$ cat config.mk
export PLATFORM = sky130hd
export DESIGN_NAME = m68k_bus_engine
export DESIGN_NICKNAME = d
export VERILOG_FILES = /design/src/rtl/m68k_bus_pkg.sv /design/src/rtl/m68k_req_fifo.sv /design/src/rtl/m68k_bus_engine.sv
export SDC_FILE = /design/constraint.sdc
export NUM_CORES = 1
export LEC_CHECK = 0
export ABC_AREA = 1
export BUFFER_PORTS_ARGS = -buffer_cell sky130_fd_sc_hd__buf_4
export CAP_MARGIN = 15
export CORE_MARGIN = 5
export CORE_UTILIZATION = 53
export CTS_BUF_LIST = sky130_fd_sc_hd__clkbuf_4
export DETAILED_ROUTE_END_ITERATION = 12
export PLACE_DENSITY_LB_ADDON = 0.1
export RECOVER_POWER = 100
export SLEW_MARGIN = 20
export SYNTH_ARGS = -nofsm -noshare
export SYNTH_HDL_FRONTEND = slang
export SYNTH_SLANG_ARGS = --single-unit
$ cat constraint.sdc
create_clock -name sys_clk -period 7.4 [get_ports sys_clk]
set_input_delay 0.74 -clock sys_clk [delete_from_list [all_inputs] [get_ports sys_clk]]
set_output_delay 0.74 -clock sys_clk [all_outputs]
set_load 0.1 [all_outputs]
$ cat src/rtl/m68k_bus_pkg.sv
// Shared types for the 68k bus engine: FSM states, size/status encodings,
// the queued request record and the UDS/LDS strobe rule.
package m68k_bus_pkg;

   typedef enum logic [2:0] {
      ST_IDLE,
      ST_S1,
      ST_S2,
      ST_S3,
      ST_S4,
      ST_S5,
      ST_S7
   } state_t;

   localparam logic [1:0] SIZE_BYTE = 2'd0;
   localparam logic [1:0] SIZE_WORD = 2'd1;
   localparam logic [1:0] SIZE_LONG = 2'd2;

   localparam logic [1:0] STATUS_OK      = 2'd0;
   localparam logic [1:0] STATUS_BERR    = 2'd1;
   localparam logic [1:0] STATUS_TIMEOUT = 2'd2;

   typedef struct packed {
      logic [23:0] addr;
      logic [1:0]  size;
      logic        read;
      logic [2:0]  fc;
      logic [31:0] wdata;
   } req_t;

   localparam int REQ_W = $bits(req_t);

   // Returns {uds, lds}: bytes select one lane by address parity, wider sizes use both.
   function automatic logic [1:0] strobes(input logic [1:0] size, input logic a0);
      if (size == SIZE_BYTE) begin
         return a0 ? 2'b01 : 2'b10;
      end
      return 2'b11;
   endfunction

endpackage

$ cat src/rtl/m68k_req_fifo.sv
// Request queue for the 68k bus engine; head is always visible, push is
// ignored when full and pop is ignored when empty.
module m68k_req_fifo #(
   parameter int DEPTH = 4,
   parameter int WIDTH = 8
) (
   input  logic             sys_clk,
   input  logic             sys_rst,
   input  logic             push,
   input  logic [WIDTH-1:0] push_data,
   input  logic             pop,
   output logic [WIDTH-1:0] head,
   output logic             full,
   output logic             empty
);

   localparam int AW = (DEPTH > 1) ? $clog2(DEPTH) : 1;
   localparam logic [AW:0] FULL_CNT = DEPTH[AW:0];

   logic [WIDTH-1:0] mem [DEPTH];
   logic [AW-1:0]    wr_ptr;
   logic [AW-1:0]    rd_ptr;
   logic [AW:0]      count;
   logic             push_ok;
   logic             pop_ok;

   assign full    = (count == FULL_CNT);
   assign empty   = (count == '0);
   assign push_ok = push && !full;
   assign pop_ok  = pop && !empty;
   assign head    = mem[rd_ptr];

   always_ff @(posedge sys_clk) begin
      if (push_ok) begin
         mem[wr_ptr] <= push_data;
      end
   end

   always_ff @(posedge sys_clk) begin
      if (sys_rst) begin
         wr_ptr <= '0;
         rd_ptr <= '0;
         count  <= '0;
      end else begin
         if (push_ok) wr_ptr <= wr_ptr + 1'b1;
         if (pop_ok)  rd_ptr <= rd_ptr + 1'b1;
         case ({push_ok, pop_ok})
            2'b10:   count <= count + 1'b1;
            2'b01:   count <= count - 1'b1;
            default: count <= count;
         endcase
      end
   end

endmodule

$ cat src/rtl/m68k_bus_engine.sv
// Queued MC68000 bus-cycle sequencer driven by 7 MHz edge strobes.
// Optional S4 timeout is built only when M68K_BUS_TIMEOUT_EN is defined.
//
// state   | meaning
// --------+-----------------------------------------------------------
// ST_IDLE | no cycle; pop next request on MC rising edge
// ST_S1   | FC driven, waiting to drive the address bus
// ST_S2   | address driven, waiting to assert AS / R/W (and read strobes)
// ST_S3   | AS asserted, waiting to drive data on writes
// ST_S4   | wait states until DTACK/BERR (or timeout) on a falling edge
// ST_S5   | terminated; capture read data, release AS/UDS/LDS
// ST_S7   | release buses; start second long half or respond
module m68k_bus_engine
   import m68k_bus_pkg::*;
#(
   parameter int FIFO_DEPTH     = 4,
   parameter int TIMEOUT_CYCLES = 1024
) (
   input  logic        sys_clk,
   input  logic        sys_rst,
   input  logic        mc_clk_rising,
   input  logic        mc_clk_falling,
   input  logic        dtack_n_sync,
   input  logic        berr_n_sync,
   input  logic [15:0] din_sync,
   input  logic        req_valid,
   output logic        req_ready,
   input  logic [23:0] req_addr,
   input  logic [1:0]  req_size,
   input  logic        req_read,
   input  logic [2:0]  req_fc,
   input  logic [31:0] req_wdata,
   output logic        rsp_valid,
   output logic [31:0] rsp_rdata,
   output logic [1:0]  rsp_status,
   output logic [22:0] a_out,
   output logic [15:0] d_out,
   output logic [2:0]  fc_out,
   output logic        abus_oe,
   output logic        dbus_oe,
   output logic        fc_oe,
   output logic        as_oe,
   output logic        rw_oe,
   output logic        uds_oe,
   output logic        lds_oe,
   output logic        busy
);

   req_t        req_in;
   req_t        head;
   logic        fifo_full;
   logic        fifo_empty;
   logic        pop;

   state_t      state;
   logic [23:0] cur_addr;
   logic [1:0]  cur_size;
   logic        cur_read;
   logic [15:0] wdata_lo;
   logic        second;
   logic [1:0]  cyc_status;
   logic [31:0] rdata_acc;
   logic [1:0]  cur_strb;

`ifdef M68K_BUS_TIMEOUT_EN
   localparam int TW = $clog2(TIMEOUT_CYCLES + 1);
   localparam logic [TW-1:0] TMO_LOAD = TW'(TIMEOUT_CYCLES);
   logic [TW-1:0] tmo_cnt;
`endif

   assign req_in    = '{addr: req_addr, size: req_size, read: req_read, fc: req_fc, wdata: req_wdata};
   assign req_ready = !fifo_full;
   assign pop       = (state == ST_IDLE) && mc_clk_rising && !fifo_empty;
   assign busy      = !fifo_empty || (state != ST_IDLE);
   assign cur_strb  = strobes(cur_size, cur_addr[0]);

   m68k_req_fifo #(
      .DEPTH (FIFO_DEPTH),
      .WIDTH (REQ_W)
   ) u_fifo (
      .sys_clk   (sys_clk),
      .sys_rst   (sys_rst),
      .push      (req_valid),
      .push_data (req_in),
      .pop       (pop),
      .head      (head),
      .full      (fifo_full),
      .empty     (fifo_empty)
   );

   always_ff @(posedge sys_clk) begin
      if (sys_rst) begin
         state      <= ST_IDLE;
         cur_addr   <= '0;
         cur_size   <= SIZE_BYTE;
         cur_read   <= 1'b0;
         wdata_lo   <= '0;
         second     <= 1'b0;
         cyc_status <= STATUS_OK;
         rdata_acc  <= '0;
         rsp_valid  <= 1'b0;
         rsp_rdata  <= '0;
         rsp_status <= STATUS_OK;
         a_out      <= '0;
         d_out      <= '0;
         fc_out     <= '0;
         abus_oe    <= 1'b0;
         dbus_oe    <= 1'b0;
         fc_oe      <= 1'b0;
         as_oe      <= 1'b0;
         rw_oe      <= 1'b0;
         uds_oe     <= 1'b0;
         lds_oe     <= 1'b0;
`ifdef M68K_BUS_TIMEOUT_EN
         tmo_cnt    <= '0;
`endif
      end else begin
         rsp_valid <= 1'b0;
         case (state)
            ST_IDLE: begin
               if (pop) begin
                  cur_addr   <= head.addr;
                  cur_size   <= head.size;
                  cur_read   <= head.read;
                  wdata_lo   <= head.wdata[15:0];
                  second     <= 1'b0;
                  cyc_status <= STATUS_OK;
                  rdata_acc  <= '0;
                  fc_out     <= head.fc;
                  fc_oe      <= 1'b1;
                  a_out      <= head.addr[23:1];
                  // Byte writes replicate the byte on both lanes, as the 68000 does.
                  if (head.size == SIZE_LONG)
                     d_out <= head.wdata[31:16];
                  else if (head.size == SIZE_BYTE)
                     d_out <= {head.wdata[7:0], head.wdata[7:0]};
                  else
                     d_out <= head.wdata[15:0];
                  state <= ST_S1;
               end
            end
            ST_S1: begin
               if (mc_clk_falling) begin
                  abus_oe <= 1'b1;
                  state   <= ST_S2;
               end
            end
            ST_S2: begin
               if (mc_clk_rising) begin
                  as_oe <= 1'b1;
                  rw_oe <= !cur_read;
                  if (cur_read) begin
                     uds_oe <= cur_strb[1];
                     lds_oe <= cur_strb[0];
                  end
                  state <= ST_S3;
               end
            end
            ST_S3: begin
               if (mc_clk_falling) begin
                  dbus_oe <= !cur_read;
`ifdef M68K_BUS_TIMEOUT_EN
                  tmo_cnt <= TMO_LOAD;
`endif
                  state   <= ST_S4;
               end
            end
            ST_S4: begin
               if (mc_clk_rising && !cur_read) begin
                  uds_oe <= cur_strb[1];
                  lds_oe <= cur_strb[0];
               end
               if (mc_clk_falling) begin
                  if (!berr_n_sync) begin
                     cyc_status <= STATUS_BERR;
                     state      <= ST_S5;
                  end else if (!dtack_n_sync) begin
                     state <= ST_S5;
                  end
`ifdef M68K_BUS_TIMEOUT_EN
                  else if (tmo_cnt == TW'(1)) begin
                     cyc_status <= STATUS_TIMEOUT;
                     state      <= ST_S5;
                  end else begin
                     tmo_cnt <= tmo_cnt - 1'b1;
                  end
`endif
               end
            end
            ST_S5: begin
               if (mc_clk_falling) begin
                  if (cur_read && (cyc_status == STATUS_OK)) begin
                     if (cur_size == SIZE_LONG) begin
                        if (second) rdata_acc[15:0]  <= din_sync;
                        else        rdata_acc[31:16] <= din_sync;
                     end else if (cur_size == SIZE_BYTE) begin
                        rdata_acc <= {24'h0, cur_addr[0] ? din_sync[7:0] : din_sync[15:8]};
                     end else begin
                        rdata_acc <= {16'h0, din_sync};
                     end
                  end
                  as_oe  <= 1'b0;
                  uds_oe <= 1'b0;
                  lds_oe <= 1'b0;
                  state  <= ST_S7;
               end
            end
            ST_S7: begin
               if (mc_clk_rising) begin
                  abus_oe <= 1'b0;
                  dbus_oe <= 1'b0;
                  if ((cur_size == SIZE_LONG) && !second && (cyc_status == STATUS_OK)) begin
                     second <= 1'b1;
                     a_out  <= cur_addr[23:1] + 23'd1;
                     d_out  <= wdata_lo;
                     state  <= ST_S1;
                  end else begin
                     fc_oe      <= 1'b0;
                     rw_oe      <= 1'b0;
                     rsp_valid  <= 1'b1;
                     rsp_status <= cyc_status;
                     rsp_rdata  <= (cyc_status == STATUS_OK) ? rdata_acc : 32'h0;
                     state      <= ST_IDLE;
                  end
               end
            end
            default: state <= ST_IDLE;
         endcase
      end
   end

endmodule

After elaboration in Yosys (flattened, before gate mapping)
Memories as Yosys holds them, arrays and structs flattened. A register that Yosys moved wholly into a read port is not among the register bits.
Cells that the tools add are included.
- register bits after elaboration: 172
- bits in latches: 0
- bits in writable memories: 248
- memory bits (read-only): 0
- input bits: 85
- output and inout port bits: 86
- logic and storage cells: 174
- memories: 1
- memory list (memory ; depth ; bits a word ; read ports ; clocked after Yosys merged registers in ; write ports ; line ; source):
    u_fifo.mem ; 4 ; 62 ; 1 ; 1 ; 1 ; m68k_req_fifo.sv:20 ; logic [WIDTH-1:0] mem [DEPTH];
- add/sub/neg operators: 5
- $mul: 0
- div/mod/pow operators: 0
- magnitude comparators: 0
- eq/ne operators: 27
- shift-type cells: 0
- multiplexer cells: 71
- bitwise logic cells: 3
- reduce and logical (&&, ||, !) cells: 42
- operators by type and width (kind ; number):
    $mux 32 ; 5
    $mux 16 ; 8
    $mux 23 ; 3
    $pmux 32 s2 ; 1
    $pmux 23 s2 ; 1
    $pmux 16 s2 ; 1
    $mux 3 ; 9
    $ne 2x2->1 const B ; 12
    $add 23x1->23 const B ; 1
    $mux 1 ; 23
    $pmux 3 s7 ; 1
    $mux 2 ; 8
    $reduce_and 4->1 ; 4
    $reduce_bool 2->1 ; 8
    $reduce_and 5->1 ; 3
    $eq 3x3->1 const B ; 4
    $pmux 1 s2 ; 6
    $reduce_and 3->1 ; 4
    $ne 3x3->1 const B ; 3
    $logic_and 1x1->1 ; 8
    $mux 8 ; 1
    $reduce_and 8->1 ; 1
    $eq 2x2->1 const B ; 3
    $eq 3x2->1 const B ; 2
    17 further kinds ; 28

Logic depth before layout (Yosys ltp)
- depth in word-level cells: 6
- depth in mapped cells: 14
- depth with buffers taken out: 12

By module
From an unflattened synthesis, not the netlist that was laid out.
- cell total of the unflattened synthesis: 1790
- area total of the unflattened synthesis: 17971.0 um^2
- by module, submodules not included (module ; times used ; cells each ; area each (um^2) ; seq. area each (um^2)):
    m68k_req_fifo ; 1 ; 670 ; 10254.8 ; 7627.3
    m68k_bus_engine ; 1 ; 1120 ; 7716.2 ; 3263.1

Worst setup path after synthesis
No wires, ideal clock.
- path type: register -> register
- start point: register u_fifo.count[1]
- end point: memory u_fifo.mem[0][0] (netlist bit) (enable)
- setup time: 482 ps
- arrival: 4192 ps
- required time: 6918 ps
- path slack: 2726 ps
- cell stages (with the launch flop): 5
- buffers on the path: 0
- clock period less this slack: 4674 ps
- path through: dfxtp_1 inv_1 nand3_1 nand2_1 nor2_1
- word-level cells in the longest chain between the ends: 5
- ends and longest elaborated chain (item ; line ; source):
    start: declaration ; m68k_req_fifo.sv:23 ; logic [AW:0] count;
    start signal: assignment ; m68k_req_fifo.sv:48 ; 2'b10: count <= count + 1'b1;
    start signal: assignment ; m68k_req_fifo.sv:49 ; 2'b01: count <= count - 1'b1;
    start signal: assignment ; m68k_req_fifo.sv:50 ; default: count <= count;
    $eq 3x3->1 ; m68k_req_fifo.sv:27 ; assign full = (count == FULL_CNT);
    $logic_not 1->1 ; -- ;
    net req_ready ; m68k_bus_engine.sv:27 ; output logic req_ready,
    $logic_and 1x1->1 ; m68k_req_fifo.sv:29 ; assign push_ok = push && !full;
    $mux 1 ; m68k_req_fifo.sv:34 ; if (push_ok) begin
    $mux 1 (not written as such) ; m68k_req_fifo.sv:35 ; mem[wr_ptr] <= push_data;
    end: declaration ; m68k_req_fifo.sv:20 ;
The timed path passes the listed nets, and every way through them passes these cells.

Worst setup path after layout
- start point: register state[1]
- end point: register a_out[7]
- word-level cells in the longest chain between the ends: 5
- elaborated cells on any way between the ends: 10
- classes of those cells: eq/ne: 4; mux: 1; reduce/logical: 5
- ends and longest elaborated chain (item ; line ; source):
    start: declaration ; m68k_bus_engine.sv:55 ; state_t state;
    start signal: assignment ; m68k_bus_engine.sv:93 ; state <= ST_IDLE;
    start signal: assignment ; m68k_bus_engine.sv:139 ; state <= ST_S1;
    start signal: assignment ; m68k_bus_engine.sv:145 ; state <= ST_S2;
    $logic_not 3->1 ; m68k_bus_engine.sv:73, m68k_bus_engine.sv:119 ;
    $logic_and 1x1->1 (2 in series) ; m68k_bus_engine.sv:73 ; assign pop = (state == ST_IDLE) && mc_clk_rising && !fifo_empty;
    $ne 2x1->1 (no source line) ; -- ;
    $reduce_and 4->1 (no source line) ; -- ;
    end signal: assignment ; m68k_bus_engine.sv:131 ; a_out <= head.addr[23:1];
    end signal: assignment ; m68k_bus_engine.sv:214 ; a_out <= cur_addr[23:1] + 23'd1;
    end: declaration ; m68k_bus_engine.sv:36 ; output logic [22:0] a_out,
Several ways; a longest one is shown, not always the timed one.
A chain may end at the register's enable or synchronous reset.

==> results by group <==
Finish
  – Number of inserted filler cells in the final layout: 3038
  – Top library cells by usage in the layout, fill and taps aside: sky130_fd_sc_hd__nand2_1, sky130_fd_sc_hd__edfxtp_1, sky130_fd_sc_hd__nor2_1, sky130_fd_sc_hd__dfxtp_1, sky130_fd_sc_hd__a21oi_1
  – Nets@finish: 2177
  – Final non-filler cell area: 19600 µm²
  – Area growth, synth to finish: 12.3%
  – Commonest non-fill, non-tap cell in the layout: sky130_fd_sc_hd__nand2_1
  – Fraction of layout cells with a size suffix above 1: 9.61%

Yosys
  – Number of instances in the synthesized netlist: 1905
  – Flip-flop and latch count after synthesis: 420
  – Area share of the leading cell type in the synthesized netlist: 42.7%
  – Count of cell types in the netlist: 40
  – Leading post-synthesis cells by cell area: sky130_fd_sc_hd__edfxtp_1, sky130_fd_sc_hd__dfxtp_1, sky130_fd_sc_hd__nand2_1, sky130_fd_sc_hd__a21oi_1, sky130_fd_sc_hd__nand3_1
  – Library cell occupying the most area in the post-synthesis netlist: sky130_fd_sc_hd__edfxtp_1
  – Number of warnings printed during yosys synthesis: 0
  – Synthesized area divided by synthesized cell count: 9.16 µm²
  – Net count after synthesis: 1997
  – Fraction of the yosys area taken by sequential cells: 62.4%
  – Synthesized cell area: 17500 µm²

Detailed routing
  – Number of vias after detailed routing: 13600
  – Final antenna-violating net count: 0
  – Via density: 5.22
  – 1st-pass router iterations: 6
  – Post-detailed-route wirelength per cell: 16.7 µm
  – Number of design-rule violations left by the first detailed-router iteration: 1208
  – Routed wire length: 43500 µm
  – Post-detailed-route DRC marker count: 0

Worst setup path
  – CP max-delay cell: sky130_fd_sc_hd__inv_1
  – Data required time at the worst endpoint: 8.01 ns
  – Setup Crit Path Kind: register to register
  – Critical Path Start: state[1]
  – Crit path largest cell delay: 1.60 ns
  – Critical Path Source Type: register
  – Worst Path Max Fanout: 57
  – Cell seen most often among critical-path stages: sky130_fd_sc_hd__nand2_1
  – Cell family with the largest share of critical-path delay: buffers and inverters
  – Critical path, cell by cell: inv_1 > nor2_1 > nand2_1 > inv_1 > nand2_1 > nand2_1 > nand2_1 > buf_4 > inv_1 > nand2_1 > a21oi_1
  – Reg-to-reg startpoint: state[1]
  – Critical path endpoint category: register
  – Count of buffering cells on the critical path with inverters included: 4
  – Worst Path Arrival: 5.86 ns

Pwr
  – Worst-case vdd ir drop: 0.265 mV
  – Pleak: 7.45 nW
  – Power per Cell Area: 391 nW/µm²

Global routing
  – Via count of the first global-routing pass: 13000
  – Total GRT Usage: 23.9%
  – Initial antenna violation count: 2
  – Wire length of the first global-routing pass: 69000 µm
  – Largest net degree at the start of global routing: 98
  – Congestion Overflow GR: 0

Floorplanning
  – Core outline area: 32500 µm²
  – Num rows: 66
  – Chip Width: 191 µm
  – Die area: 36700 µm²
  – Height of the die: 191 µm
  – Initial core utilization: 53.6%
  – Top Ports: 171

Timing
  – Number of failing setup endpoints in the final timing report: 0
  – Actual transition at the worst max-transition pin: 3.88 ns
  – Unrepaired setup endpoints after global routing: false
  – Setup tns final: 0 ns
  – Final worst clock skew: 0.0370 ns
  – Maximum clock rate: 0.191 GHz
  – Final Cycle Share: 70.9%
  – Rel. slew slack: -159%
  – Final worst hold slack: 0.239 ns
  – Slew Viols, Final: 464
  – Final hold violations: 0
  – Crit path time final: 5.25 ns

Place
  – Detail Placement HPWL: 27500 µm
  – Routability congestion estimate from global placement: 0.901
  – Count of port buffers added during placement: 169
  – Total placed instance area: 18900 µm²

CTS
  – Later-pin clock latency in the skew report: 0.75 ns
  – H-tree Lvls: 3
  – Clock sink total: 420
  – Largest buffer count on any clock path: 3
  – Buffer cell driving the clock tree root: sky130_fd_sc_hd__clkbuf_4
  – Resize count post-CTS: 0
  – Count of hold buffers inserted by post-cts repair: 0
  – Inserted Clock Buffers: 104
  – Clock slew at reported path FFs: 0.07 ns
  – Post-CTS Setup Inserts: 0
  – CTS tree: yes

Min path
  – Hold path startpoint: req_wdata[10]
  – Class of the tightest hold or removal check: input port to register

Outcome
  – Failing checks: max-capacitance violations, max-slew violations
  – Outcome: complete, but fails checks

Job
  – Number of maximum-capacitance constraint violations: 11
-- flip-flops by register name (all words and copies together), names as in the netlist, 2 cells and up, named ones only --
name           count
u_fifo.wr_ptr      2
wdata_lo          16
u_fifo.count       3
fc_out             3
state              3
cur_size           2
rdata_acc         32
cur_addr          24
a_out             23
d_out             16
u_fifo.mem       248
rsp_rdata         32
u_fifo.rd_ptr      2
-- report_power, final --
part,switching (mW),internal [mW]
Clock,0.888,0.961
Combinational,2.07,0.576
Sequential,0.285,2.88
Total,3.24,4.41
-- kinds of logic (layout without fill, tap and decap cells) --
family	after synthesis	after routing	share of synthesized area, %
flops	420	420	62.4
simple gates	899	899	21.2
other cells	1	3	0.0215
fa+ha+maj	7	7	0.545
compound gates	325	325	9.71
buf+inv	246	506	5.79
xor+xnor	7	7	0.351
-- through the flow --
step	setup WS (ns)	power (mW)	util, %	instances
finish	2.15	7.65	60.2	2609
floorplan	2.73	5.26	-	1905
global placement	3.68	5.90	58.1	2421
global route	1.57	8.15	60.2	2608
detailed placement	3.62	5.95	58.1	2421
CTS	3.59	7.81	62.1	2607
-- final timing paths --
| kind | slack, ns | cells after the start | end |
|---|---|---|---|
| max | 2.15 | 11 | a_out[7] |
| min | 0.24 | 1 | u_fifo.mem[3][10] |
| max reg2reg | 2.15 | 11 | a_out[7] |
| min reg2reg | 0.45 | 2 | rdata_acc[15] |
-- cell usage after synthesis --
library cell / count
sky130_fd_sc_hd__a211oi_1: 1
sky130_fd_sc_hd__a211oi_2: 1
sky130_fd_sc_hd__a21oi_1: 159
sky130_fd_sc_hd__a21oi_4: 1
sky130_fd_sc_hd__a31oi_1: 13
sky130_fd_sc_hd__and2_1: 2
sky130_fd_sc_hd__buf_1: 9
sky130_fd_sc_hd__buf_2: 36
sky130_fd_sc_hd__buf_4: 5
sky130_fd_sc_hd__buf_6: 3
sky130_fd_sc_hd__clkbuf_1: 52
sky130_fd_sc_hd__clkbuf_2: 1
sky130_fd_sc_hd__clkinv_1: 2
sky130_fd_sc_hd__conb_1: 1
sky130_fd_sc_hd__dfxtp_1: 172
sky130_fd_sc_hd__edfxtp_1: 248
sky130_fd_sc_hd__fa_1: 1
sky130_fd_sc_hd__ha_1: 6
sky130_fd_sc_hd__inv_1: 127
sky130_fd_sc_hd__inv_2: 11
sky130_fd_sc_hd__nand2_1: 521
sky130_fd_sc_hd__nand2_2: 1
sky130_fd_sc_hd__nand2_4: 1
sky130_fd_sc_hd__nand3_1: 151
sky130_fd_sc_hd__nand3_2: 1
sky130_fd_sc_hd__nand3b_1: 17
sky130_fd_sc_hd__nand4_1: 3
sky130_fd_sc_hd__nor2_1: 187
sky130_fd_sc_hd__nor2_2: 3
sky130_fd_sc_hd__nor2_4: 1
sky130_fd_sc_hd__nor3_1: 7
sky130_fd_sc_hd__nor3_2: 1
sky130_fd_sc_hd__nor3b_1: 1
sky130_fd_sc_hd__o211ai_1: 11
sky130_fd_sc_hd__o21ai_0: 135
sky130_fd_sc_hd__o21ai_1: 1
sky130_fd_sc_hd__o22ai_1: 3
sky130_fd_sc_hd__or2_2: 2
sky130_fd_sc_hd__xnor2_1: 2
sky130_fd_sc_hd__xor2_1: 5
-- area by class of cell --
class / count / area, µm² / share of cell area [%]
clock inverter: 37 / 174 / 0.888
multi-input combinational: 1239 / 5540 / 28.3
clock buffer: 149 / 1120 / 5.71
sequential: 420 / 10900 / 55.6
inverter: 140 / 527 / 2.69
tap: 442 / 553 / 2.82
timing repair buffer: 180 / 785 / 4.00
antenna: 2 / 5.00 / 0.0255
-- metal layers --
layer | wire length [µm] | up-vias | GRT usage (%)
met1 | 19300 | 6304 | 33.0
met5 | 0 | - | 0
met4 | 909 | 0 | 9.01
met3 | 3360 | 68 | 4.75
met2 | 20000 | 478 | 37.7
li1 | - | 6765 | -
-- worst register-to-register path, cell delays in order, from the launching register on --
cell and delay [ns]:
sky130_fd_sc_hd__dfxtp_1 0.39, sky130_fd_sc_hd__inv_1 0.13, sky130_fd_sc_hd__nor2_1 0.19, sky130_fd_sc_hd__nand2_1 0.66, sky130_fd_sc_hd__inv_1 1.61, sky130_fd_sc_hd__nand2_1 0.29, sky130_fd_sc_hd__nand2_1 0.20, sky130_fd_sc_hd__nand2_1 0.53
sky130_fd_sc_hd__buf_4 0.51, sky130_fd_sc_hd__inv_1 0.38, sky130_fd_sc_hd__nand2_1 0.11, sky130_fd_sc_hd__a21oi_1 0.13
No activity file was read; power rests on OpenSTA's default activity.
